<file path="src/rtl/sdram_ch3_arbiter.sv">
`default_nettype none
// ============================================================================
// sdram_ch3_arbiter : SDRAM channel 3 arbiter between ROM loader and F2 CPU
// Revision: 1.0
// ============================================================================
module sdram_ch3_arbiter #(
    parameter int ADDR_W        = 27,
    parameter int TIMEOUT       = 4096,
    parameter int RESYNC_CYCLES = 16
) (
    input  logic              clk,
    input  logic              reset_n,
    input  logic              loader_busy,
    input  logic [ADDR_W-1:0] ldr_addr,
    input  logic [15:0]       ldr_din,
    input  logic [1:0]        ldr_be,
    input  logic              ldr_rnw,
    input  logic              ldr_req,
    output logic              ldr_ack,
    input  logic [ADDR_W-1:0] cpu_addr,
    input  logic [15:0]       cpu_din,
    input  logic [1:0]        cpu_be,
    input  logic              cpu_rnw,
    input  logic              cpu_req,
    output logic              cpu_ack,
    output logic [63:0]       cpu_q,
    output logic [ADDR_W-1:0] mem_addr,
    output logic [15:0]       mem_din,
    output logic [1:0]        mem_be,
    output logic              mem_rnw,
    output logic              mem_req,
    input  logic              mem_ack,
    input  logic [63:0]       mem_q,
    output logic              timeout_err
);

    localparam int WD_W = (TIMEOUT > 0) ? $clog2(TIMEOUT + 1) : 1;
    localparam int RS_W = (RESYNC_CYCLES > 1) ? $clog2(RESYNC_CYCLES + 1) : 1;
    localparam logic [WD_W-1:0] WD_LAST = WD_W'((TIMEOUT > 0) ? TIMEOUT - 1 : 0);
    localparam logic [RS_W-1:0] RS_LAST = RS_W'((RESYNC_CYCLES > 0) ? RESYNC_CYCLES - 1 : 0);

    typedef enum logic [1:0] {
        RESYNC = 2'd0,
        IDLE   = 2'd1,
        WAIT   = 2'd2
    } state_t;

    state_t            state, state_nxt;
    logic              mode, mode_nxt;
    logic [RS_W-1:0]   rs_cnt, rs_cnt_nxt;
    logic [WD_W-1:0]   wdog, wdog_nxt;
    logic              ldr_ack_nxt, cpu_ack_nxt, mem_req_nxt, mem_rnw_nxt, timeout_err_nxt;
    logic [63:0]       cpu_q_nxt;
    logic [ADDR_W-1:0] mem_addr_nxt;
    logic [15:0]       mem_din_nxt;
    logic [1:0]        mem_be_nxt;

    logic ldr_pend, cpu_pend;
    assign ldr_pend = ldr_req ^ ldr_ack;
    assign cpu_pend = cpu_req ^ cpu_ack;

    always_ff @(posedge clk or negedge reset_n) begin
        if (!reset_n) begin
            state       <= RESYNC;
            mode        <= 1'b0;
            rs_cnt      <= '0;
            wdog        <= '0;
            ldr_ack     <= 1'b0;
            cpu_ack     <= 1'b0;
            cpu_q       <= '0;
            mem_req     <= 1'b0;
            mem_addr    <= '0;
            mem_din     <= '0;
            mem_be      <= '0;
            mem_rnw     <= 1'b1;
            timeout_err <= 1'b0;
        end else begin
            state       <= state_nxt;
            mode        <= mode_nxt;
            rs_cnt      <= rs_cnt_nxt;
            wdog        <= wdog_nxt;
            ldr_ack     <= ldr_ack_nxt;
            cpu_ack     <= cpu_ack_nxt;
            cpu_q       <= cpu_q_nxt;
            mem_req     <= mem_req_nxt;
            mem_addr    <= mem_addr_nxt;
            mem_din     <= mem_din_nxt;
            mem_be      <= mem_be_nxt;
            mem_rnw     <= mem_rnw_nxt;
            timeout_err <= timeout_err_nxt;
        end
    end

    always_comb begin
        state_nxt       = state;
        mode_nxt        = mode;
        rs_cnt_nxt      = rs_cnt;
        wdog_nxt        = wdog;
        ldr_ack_nxt     = ldr_ack;
        cpu_ack_nxt     = cpu_ack;
        cpu_q_nxt       = cpu_q;
        mem_req_nxt     = mem_req;
        mem_addr_nxt    = mem_addr;
        mem_din_nxt     = mem_din;
        mem_be_nxt      = mem_be;
        mem_rnw_nxt     = mem_rnw;
        timeout_err_nxt = timeout_err;

        case (state)
            RESYNC: begin
                // Mirroring the ack swallows any stale memory handshake
                mem_req_nxt = mem_ack;
                if (rs_cnt == RS_LAST) begin
                    rs_cnt_nxt = '0;
                    state_nxt  = IDLE;
                end else begin
                    rs_cnt_nxt = rs_cnt + 1'b1;
                end
            end

            IDLE: begin
                mode_nxt = loader_busy;
                if (loader_busy) begin
                    if (ldr_pend) begin
                        mem_addr_nxt = ldr_addr;
                        mem_din_nxt  = ldr_din;
                        mem_be_nxt   = ldr_be;
                        mem_rnw_nxt  = ldr_rnw;
                        mem_req_nxt  = ~mem_req;
                        wdog_nxt     = '0;
                        state_nxt    = WAIT;
                    end
                    if (cpu_pend)
                        cpu_ack_nxt = ~cpu_ack;
                end else begin
                    if (cpu_pend) begin
                        mem_addr_nxt = cpu_addr;
                        mem_din_nxt  = cpu_din;
                        mem_be_nxt   = cpu_be;
                        mem_rnw_nxt  = cpu_rnw;
                        mem_req_nxt  = ~mem_req;
                        wdog_nxt     = '0;
                        state_nxt    = WAIT;
                    end
                    if (ldr_pend)
                        ldr_ack_nxt = ~ldr_ack;
                end
            end

            WAIT: begin
                // mode was loaded at grant time and therefore names the owner
                if (mem_ack == mem_req) begin
                    if (!mode && mem_rnw)
                        cpu_q_nxt = mem_q;
                    if (mode)
                        ldr_ack_nxt = ~ldr_ack;
                    else
                        cpu_ack_nxt = ~cpu_ack;
                    state_nxt = IDLE;
                end else if ((TIMEOUT != 0) && (wdog == WD_LAST)) begin
                    timeout_err_nxt = 1'b1;
                    if (mode) begin
                        ldr_ack_nxt = ~ldr_ack;
                    end else begin
                        cpu_ack_nxt = ~cpu_ack;
                        cpu_q_nxt   = 64'hFFFF_FFFF_FFFF_FFFF;
                    end
                    rs_cnt_nxt = '0;
                    state_nxt  = RESYNC;
                end else if (wdog != {WD_W{1'b1}}) begin
                    wdog_nxt = wdog + 1'b1;
                end
            end

            default: begin
                rs_cnt_nxt = '0;
                state_nxt  = RESYNC;
            end
        endcase
    end

endmodule
`default_nettype wire

</file>
<file path="config.mk">
export PLATFORM = sky130hd
export DESIGN_NAME = sdram_ch3_arbiter
export DESIGN_NICKNAME = d
export VERILOG_FILES = /design/src/rtl/sdram_ch3_arbiter.sv
export SDC_FILE = /design/constraint.sdc
export NUM_CORES = 1
export LEC_CHECK = 0
export CORE_MARGIN = 1
export CORE_UTILIZATION = 41
export DETAILED_ROUTE_END_ITERATION = 6
export PLACE_DENSITY = 0.78
export REMOVE_ABC_BUFFERS = 1
export SYNTH_ARGS = -nofsm -noshare
export SYNTH_HDL_FRONTEND = slang
export SYNTH_SLANG_ARGS = --single-unit
</file>
<file path="constraint.sdc">
create_clock -name clk -period 2.5 [get_ports clk]
set_input_delay 0.5 -clock clk [delete_from_list [all_inputs] [get_ports clk]]
set_output_delay 0.5 -clock clk [all_outputs]
set_load 0.02 [all_outputs]
</file>
==> results of run 1 <==
## power breakdown
group	internal [W]	switching (W)	total, W
logic	0.00241	0.00243	0.00484
clock network	0.00159	0.000898	0.00248
registers	0.00314	0.000697	0.00384
total	0.00713	0.00402	0.0112
## placed cells by master, fill, tap and decap left out, types with 4 or more instances in the layout
master           Yosys  routed
o2bb2ai_1            5       5
o211ai_1             4       4
inv_1                5       5
mux2i_1             48      48
a31oi_1              6       6
nor2_1               6       6
buf_4                0      11
buf_12               0       6
nand3_1              8       8
nand2_1             63      63
a21oi_1              4       4
o21ai_0             53      53
clkbuf_16            0      17
clkbuf_8             0       5
o22a_2              13      13
clkinv_2             0       4
nor4_1               6       6
and3_1               5       5
dfrtp_1            134     134
clkdlybuf4s50_1      0     273
o22a_1              52      52
## cells by family (layout without fill, tap and decap cells)
kind of cell | after synthesis | after routing | synth area share (%)
xor+xnor | 6 | 6 | 0.897
buf+inv | 38 | 327 | 3.22
compound gates | 154 | 154 | 19.5
simple gates | 112 | 112 | 9.54
mux | 51 | 51 | 8.77
fa+ha+maj | 2 | 2 | 0.427
flops | 135 | 135 | 57.7
## routing by layer
layer	routed length [µm]	up-vias
li1	-	2403
met1	6970	2502
met2	9310	178
met3	1130	40
met4	550	0
met5	0	-
## flip-flops by register name (all words and copies together), names as in the netlist
name and flops:
mem_be 2, mem_din 16, cpu_q 64, ldr_ack 1
timeout_err 1, rs_cnt 5, wdog 13, state 2
mode 1, mem_rnw 1, cpu_ack 1, mem_addr 27
mem_req 1
## per-stage QoR
stage          hold slack, ns  cells  utilization (%)
4_1_cts                0.0878    967             67.9
6_report               0.0909    967             67.9
5_1_grt                 0.114    967             67.9
3_3_place_gp            0.445    936             63.6
2_1_floorplan           0.204    465                -
3_5_place_dp            0.449    936             63.6
## cell type report
cell class	instances	area, µm²
Fill cell	1015	4480
Sequential cell	135	3380
Timing Repair Buffer	291	2940
Multi-Input combinational cell	325	2300
Clock buffer	23	498
Tap cell	180	225
Clock inverter	8	95.1
Inverter	5	18.8
## worst paths after layout
path	to	start	depth (start not counted)	slack (ns)
setup / recovery	cpu_q[32]	wdog[0]	6	0.19
hold / removal	cpu_q[26]	reset_n	1	0.09
setup reg to reg	cpu_q[32]	wdog[0]	6	0.19
hold reg to reg	timeout_err	timeout_err	1	0.45
max in group asynchronous	mem_rnw	reset_n	2	1.71
min in group clk	timeout_err	timeout_err	1	0.45
==> results.md, run 1 <==
Timing:
- The sum of negative setup slack is 0 ns.
- The number of hold violations in the final report was 0.
- The count of final setup violators is 0.
- The worst path uses 92.3% of the clock period.
- Across the routed clock network, the largest skew measured is 0.00840 ns.
- Based on the critical path, the design can be clocked at up to 433 MHz.
- The slew of the pin with the lowest slew margin is 0.716 ns.
- Headroom to the max-slew limit came out at 52.3%.
- Setup repair after global routing left no endpoint under its margin.
- The number of pins with negative max-slew slack in the final report is 0.
- The minimum clock period after layout is 2.31 ns.
- After layout, the worst setup slack is 0.193 ns.

Clocking:
- The clock passes through at most 2 buffers.
- The CTS buffer count is 17.
- The clock sink count is 135.
- The clock latency on the worst-skew pair is 0.42 ns.
- In this run the number of H-tree levels came out at 4.
- Buffers inserted to repair hold after CTS numbered 0.
- The buffer count from post-CTS setup fixing is 0.
- Post-CTS repair changed the size of 0 cells.
- The tree is rooted in a clkbuf_16.
- TritonCTS built the clock tree.
- Clock-pin slew was measured on the worst setup and hold paths at 0.06 ns.

Floorplanning:
- Once the floorplan was initialized, standard cells occupied 42.1% of the core.
- The I/O pin count is 276.
- From left edge to right edge, the die measures 122 µm.
- The height of the die is 122 µm.
- The area enclosed by the die boundary is 0.0148 mm².
- The floorplan has 43 rows.
- The core region is 0.0139 mm².

Global routing:
- For met1 alone, demand over resource in global routing was 29.8%.
- In the global route stage, met3 resource usage came out at 8.15%.
- The via count of the first global-routing pass is 5439.
- The global routing stage identified its most utilized layer as met2.
- The first global-routing pass estimated 28200 µm of wire.
- The overall global routing resource usage is 25.5%.
- Summed over all layers, the global routing overflow is 0.
- For met2 alone, demand over resource in global routing was 42.7%.
- The initial antenna violation count was 0.
- Entering global routing, the biggest net connects 65 pins.

Yosys:
- The sequential cell area fraction in the yosys report is 57.7%.
- By count the netlist is led by dfrtp_1 (134), nand2_1 (63), o21ai_0 (53), o22a_1 (52), mux2i_1 (48).
- Summed over its instances, the top area cell type makes up 57.2% of the synthesized netlist area.
- The cell area that synthesis handed to floorplanning was 0.00586 mm².
- By instance count, the leading cell after synthesis is dfrtp_1.
- By area the synthesized netlist is led by dfrtp_1 (57%), mux2i_1 (8.2%), o22a_1 (7.8%).
- The total of warnings raised by yosys is 0.
- The synthesized design contains 0 enable-type register cells.
- The async set-or-reset flop fraction in the synthesized netlist is 100%.
- Dividing the synthesized area by the synthesized cell count gives 11.8 µm².
- The number of flip-flops and latches in the synthesized netlist is 135.
- The distinct cell type count of the synthesized netlist is 54.
- In the synthesized netlist the dominant register cell turns out to be dfrtp_1.
- Synthesis handed over a netlist of 498 instances.
- Of all cell types, the one taking the most synthesized area is dfrtp_1.

Setup path:
- The worst path required time is 2.85 ns.
- The critical-path maximum fanout is 64.
- The delay of the slowest cell on the worst path is 0.61 ns.
- The kind of critical path is flip-flop to flip-flop.
- The launching element type of the critical path is a flip-flop.
- The category of the worst setup path capture point is a flip-flop.
- The number of buffer and inverter instances along the worst setup path is 1.
- The cell class contributing the biggest share of worst-path delay is simple AND/OR/NAND/NOR gates.
- The slowest cell on the critical path is or4_4.
- The data arrival time of the critical path is 2.66 ns.
- Traced cell by cell, the critical path runs through ha_1, nand3_2, or4_4, o41ai_4, buf_12, o22a_1.

Layout:
- The final instance area is 0.00946 mm².
- The number of antenna diodes in the final layout is 0.
- At the end of the flow, the number of nets in the layout was 939.
- In the final layout, the share of cells above drive strength 1 is 9.28%.
- The area overhead of the layout relative to synthesis is 61.3%.

Routing:
- The number of nets with antenna violations after routing is 0.
- Dividing the detail-routed via count by the number of cells gives 5.30.
- The remaining design rule violation count is 0.
- The pre-antenna-repair detailed-routing pass consisted of 4 iterations.
- The via count of the routed design is 5123.
- In this run, the number of DRC markers left after iteration 0 of detailed routing was 286.
- The final layout contains routed wiring with a total length of 18000 µm.
- The routed length per placed instance is 18.6 µm.

Min path:
- The type of the tightest min-delay check is input pin to asynchronous set/reset pin.

Power and ir drop:
- The static leakage is 4.07 nW.
- The sum of internal, switching and leakage power is 0.0112 W.
- The worst-case IR drop observed on VDD is 748 µV.
- For this design the ratio of total power to cell area is 1180 mW/mm².

Run:
- The tool flagged a number of max-cap violations equal to 0.

Place:
- The cell area reported after detailed placement is 0.00886 mm².
- The HPWL after detailed placement is 13300 µm.
- The worst setup slack before clock tree synthesis is 0.0428 ns.
- During placement, the flow inserted port buffers numbering 275.
- The final weighted congestion in routability-driven placement is 0.898.

Status:
- The flow ran to the end, and the final reports show no timing, DRC or antenna violations.
No activity file was read; power rests on OpenSTA's default activity.
==> run 2, diff against run 1 <==
--- a/config.mk
+++ b/config.mk
@@ -5,10 +5,12 @@
 export SDC_FILE = /design/constraint.sdc
 export NUM_CORES = 1
 export LEC_CHECK = 0
+export CELL_PAD_IN_SITES_DETAIL_PLACEMENT = 1
+export CELL_PAD_IN_SITES_GLOBAL_PLACEMENT = 1
 export CORE_MARGIN = 1
-export CORE_UTILIZATION = 41
+export CORE_UTILIZATION = 31
 export DETAILED_ROUTE_END_ITERATION = 6
-export PLACE_DENSITY = 0.78
+export PLACE_DENSITY = 0.79
 export REMOVE_ABC_BUFFERS = 1
 export SYNTH_ARGS = -nofsm -noshare
 export SYNTH_HDL_FRONTEND = slang
==> run 2 against run 1 <==
Against the previous run:
- flip-flop and latch count unchanged
- utilization decreased by 15 points
- largest power group unchanged
- cell count increased by 5.1%
- clock power increased by 7%
- highest routed layer unchanged
- via count increased by 1.2%
- clock skew increased by 0.0015 ns
- sequential power about the same
- critical path depth unchanged
- first-iteration DRC count decreased by 43%
==> results.md, run 2 (same netlist as run 1, synthesis figures left out) <==
Status:
- The flow ran to the end, and the final reports show no timing, DRC or antenna violations.

Place:
- The congestion estimate from routability-driven global placement came to 0.784.
- The wire-length estimate of the detail-placed layout is 14100 µm.
- The worst setup slack before clock tree synthesis is 0.0989 ns.
- In this run the tool buffered the top-level ports with 275 buffer cells.

Floorplanning:
- For this configuration, the core starts out at a cell density of 32.1%.
- The area enclosed by the die boundary is 0.0195 mm².
- During I/O placement, the number of pins put on the boundary was 276.
- After floorplanning, the core was divided into 49 placement rows.
- The core box area is 0.0183 mm².
- The die is 140 µm wide.
- The die is 140 µm tall.

Routing:
- Wires add up to 19100 µm.
- For this block, the initial DRC count from the detailed router was 162.
- Across all layers, the routed design uses 5185 vias.
- The vias per cell is 5.10.
- The first detailed-routing pass took 4 iterations.
- The routed length per placed instance is 18.8 µm.
- For this run, design rule violations remaining after detail routing come to 0.
- The number of nets with antenna violations after routing is 0.

Setup path:
- The number of buffers and inverters on the critical path is 1.
- In this run the critical register-to-register path is captured at cpu_q[58].
- Counting cells, the worst reg-to-reg path comes to 6.
- For this run, the slowest stage of the critical path takes 0.61 ns.
- STA puts the critical path data required time at 2.85 ns.
- The data arrival time of the critical path is 2.68 ns.
- The setup check on the worst reg-to-reg path leaves a slack of 0.17 ns.
- The startpoint of the most critical register-to-register path is wdog[1].
- The launching element type of the critical path is a flip-flop.
- The kind of critical path is flip-flop to flip-flop.
- Among all stages on the critical path, the largest delay is contributed by or4_4.
- The worst setup path is captured at a flip-flop.
- Among cell families on the critical path, the largest total delay comes from simple AND/OR/NAND/NOR gates.
- The critical path goes through ha_1, nand3_2, or4_4, o41ai_4, buf_12, o22a_1.
- Along the worst path, the maximum fanout reaches 64.

Global routing:
- The overall global routing resource usage is 20.4%.
- The via count of the first global-routing pass is 5661.
- The final global-route overflow total is 0.
- Entering global routing, the biggest net connects 79 pins.
- The initial antenna violation count came to 0.
- The first global-routing pass estimated 30700 µm of wire.

Timing:
- The count of final setup violators is 0.
- The number of hold violations in the final report is 0.
- Across all setup checks in the final design, the least slack found is 0.174 ns.
- The headroom to the max-slew limit is 61.1%.
- The number of pins with negative max-slew slack in the final report is 0.
- The worst clock skew is 0.00991 ns.
- The share of the clock period used by the worst path is 93.0%.
- The minimum clock period after layout is 2.33 ns.
- Setup repair after global routing left no endpoint under its margin.
- For the pin with the worst max-slew slack, the measured transition is 0.579 ns.
- The worst hold slack is 0.0584 ns.
- Derived from the worst setup path, the maximum achievable clock frequency is 430 MHz.

Clocking:
- For this design, the CTS-stage hold fixing added 0 buffers.
- The number of H-tree branching levels is 4.
- The number of cells upsized or downsized after cts is 0.
- The CTS tree is done.
- The clock latency on the worst-skew pair is 0.41 ns.
- The maximum clock insertion buffer count is 2.
- For this design, the sink count on the clock tree is 135.
- The tree is rooted in a clkbuf_16.
- Buffers inserted during clock tree synthesis total 17.
- Clock-pin slew was measured on the worst setup and hold paths at 0.06 ns.
- After clock tree synthesis, the setup repair step added 0 buffers.

Min path:
- The path class of the tightest hold or removal check is input pin to asynchronous set/reset pin.

Layout:
- In the layout the commonest cells are clkdlybuf4s50_1 (273), dfrtp_1 (134), nand2_1 (63).
- The area overhead of the layout relative to synthesis is 63.3%.
- The final-stage net count is 939.
- The register with the most flip-flops in the layout has 64 of them.
- The most frequent standard cell in the layout excluding fill and tap cells is clkdlybuf4s50_1.
- In the final layout, the registers with the most flip-flops are cpu_q (64), mem_addr (27), mem_din (16).
- The number of filler cells placed in the layout is 1935.
- The repair_antennas step left the layout with diodes totalling 0.
- The post-route netlist has 9.40% of its cells at a drive strength greater than 1.
- The top register by number of flip-flops is cpu_q.

Power and ir drop:
- The static leakage is 4.09 nW.
- For this design the ratio of total power to cell area is 1190 mW/mm².
- The maximum vdd drop is 563 µV.

Run:
- The number of max-capacitance violations reported is 0.
-- run 2: metal layers --
layer | vias up | track usage [%] | wire [µm]
met3 | 24 | 7.57 | 1620
met1 | 2519 | 23.1 | 7840
li1 | 2407 | - | -
met5 | - | 0 | 0
met2 | 235 | 35.1 | 9310
met4 | 0 | 7.49 | 341
-- run 2: area by class of cell --
| type | instances | area (µm²) | area share (%) |
|---|---|---|---|
| multi-input cells | 325 | 2300 | 24.0 |
| repair buffers | 291 | 2960 | 30.9 |
| flip-flops and latches | 135 | 3380 | 35.3 |
| clock buffers | 22 | 494 | 5.16 |
| well taps | 229 | 287 | 2.99 |
| clock inverters | 9 | 139 | 1.45 |
| inverters | 5 | 18.8 | 0.196 |
-- run 2: how the worst max path moves through the flow --
stage                        from  cells past startpoint         to
after floorplan           cpu_ack                      4   wdog[11]
after global placement    mem_ack                      6  cpu_q[48]
after detailed placement  mem_ack                      6  cpu_q[55]
after CTS                 wdog[1]                      6  cpu_q[25]
after global routing      wdog[1]                      6  cpu_q[54]
final                     wdog[1]                      6  cpu_q[58]
-- run 2: report_power, final --
group          internal, W  switching [W]
Combinational      0.00242        0.00246
Clock              0.00170       0.000949
Sequential         0.00314       0.000686
-- run 2: per-stage QoR --
stage                     power, W  area, µm²  util [%]  setup TNS (ns)  cells
after floorplan            0.00604       5690         -         -219.04    465
after global placement     0.00849       8940      48.9               0    985
after detailed placement   0.00877       8940      48.9               0    985
after CTS                   0.0115       9570      52.4               0   1016
after global routing        0.0120       9570      52.4               0   1016
final                       0.0114       9570      52.4               0   1016
==> run 3, diff against run 2 <==
--- a/config.mk
+++ b/config.mk
@@ -10,8 +10,10 @@
 export CORE_MARGIN = 1
 export CORE_UTILIZATION = 31
 export DETAILED_ROUTE_END_ITERATION = 6
+export HOLD_SLACK_MARGIN = 0.06
 export PLACE_DENSITY = 0.79
 export REMOVE_ABC_BUFFERS = 1
+export SLEW_MARGIN = 0
 export SYNTH_ARGS = -nofsm -noshare
 export SYNTH_HDL_FRONTEND = slang
 export SYNTH_SLANG_ARGS = --single-unit
==> results of run 3 <==
The final DEF is identical to that of run 2; final timing and power are the same.
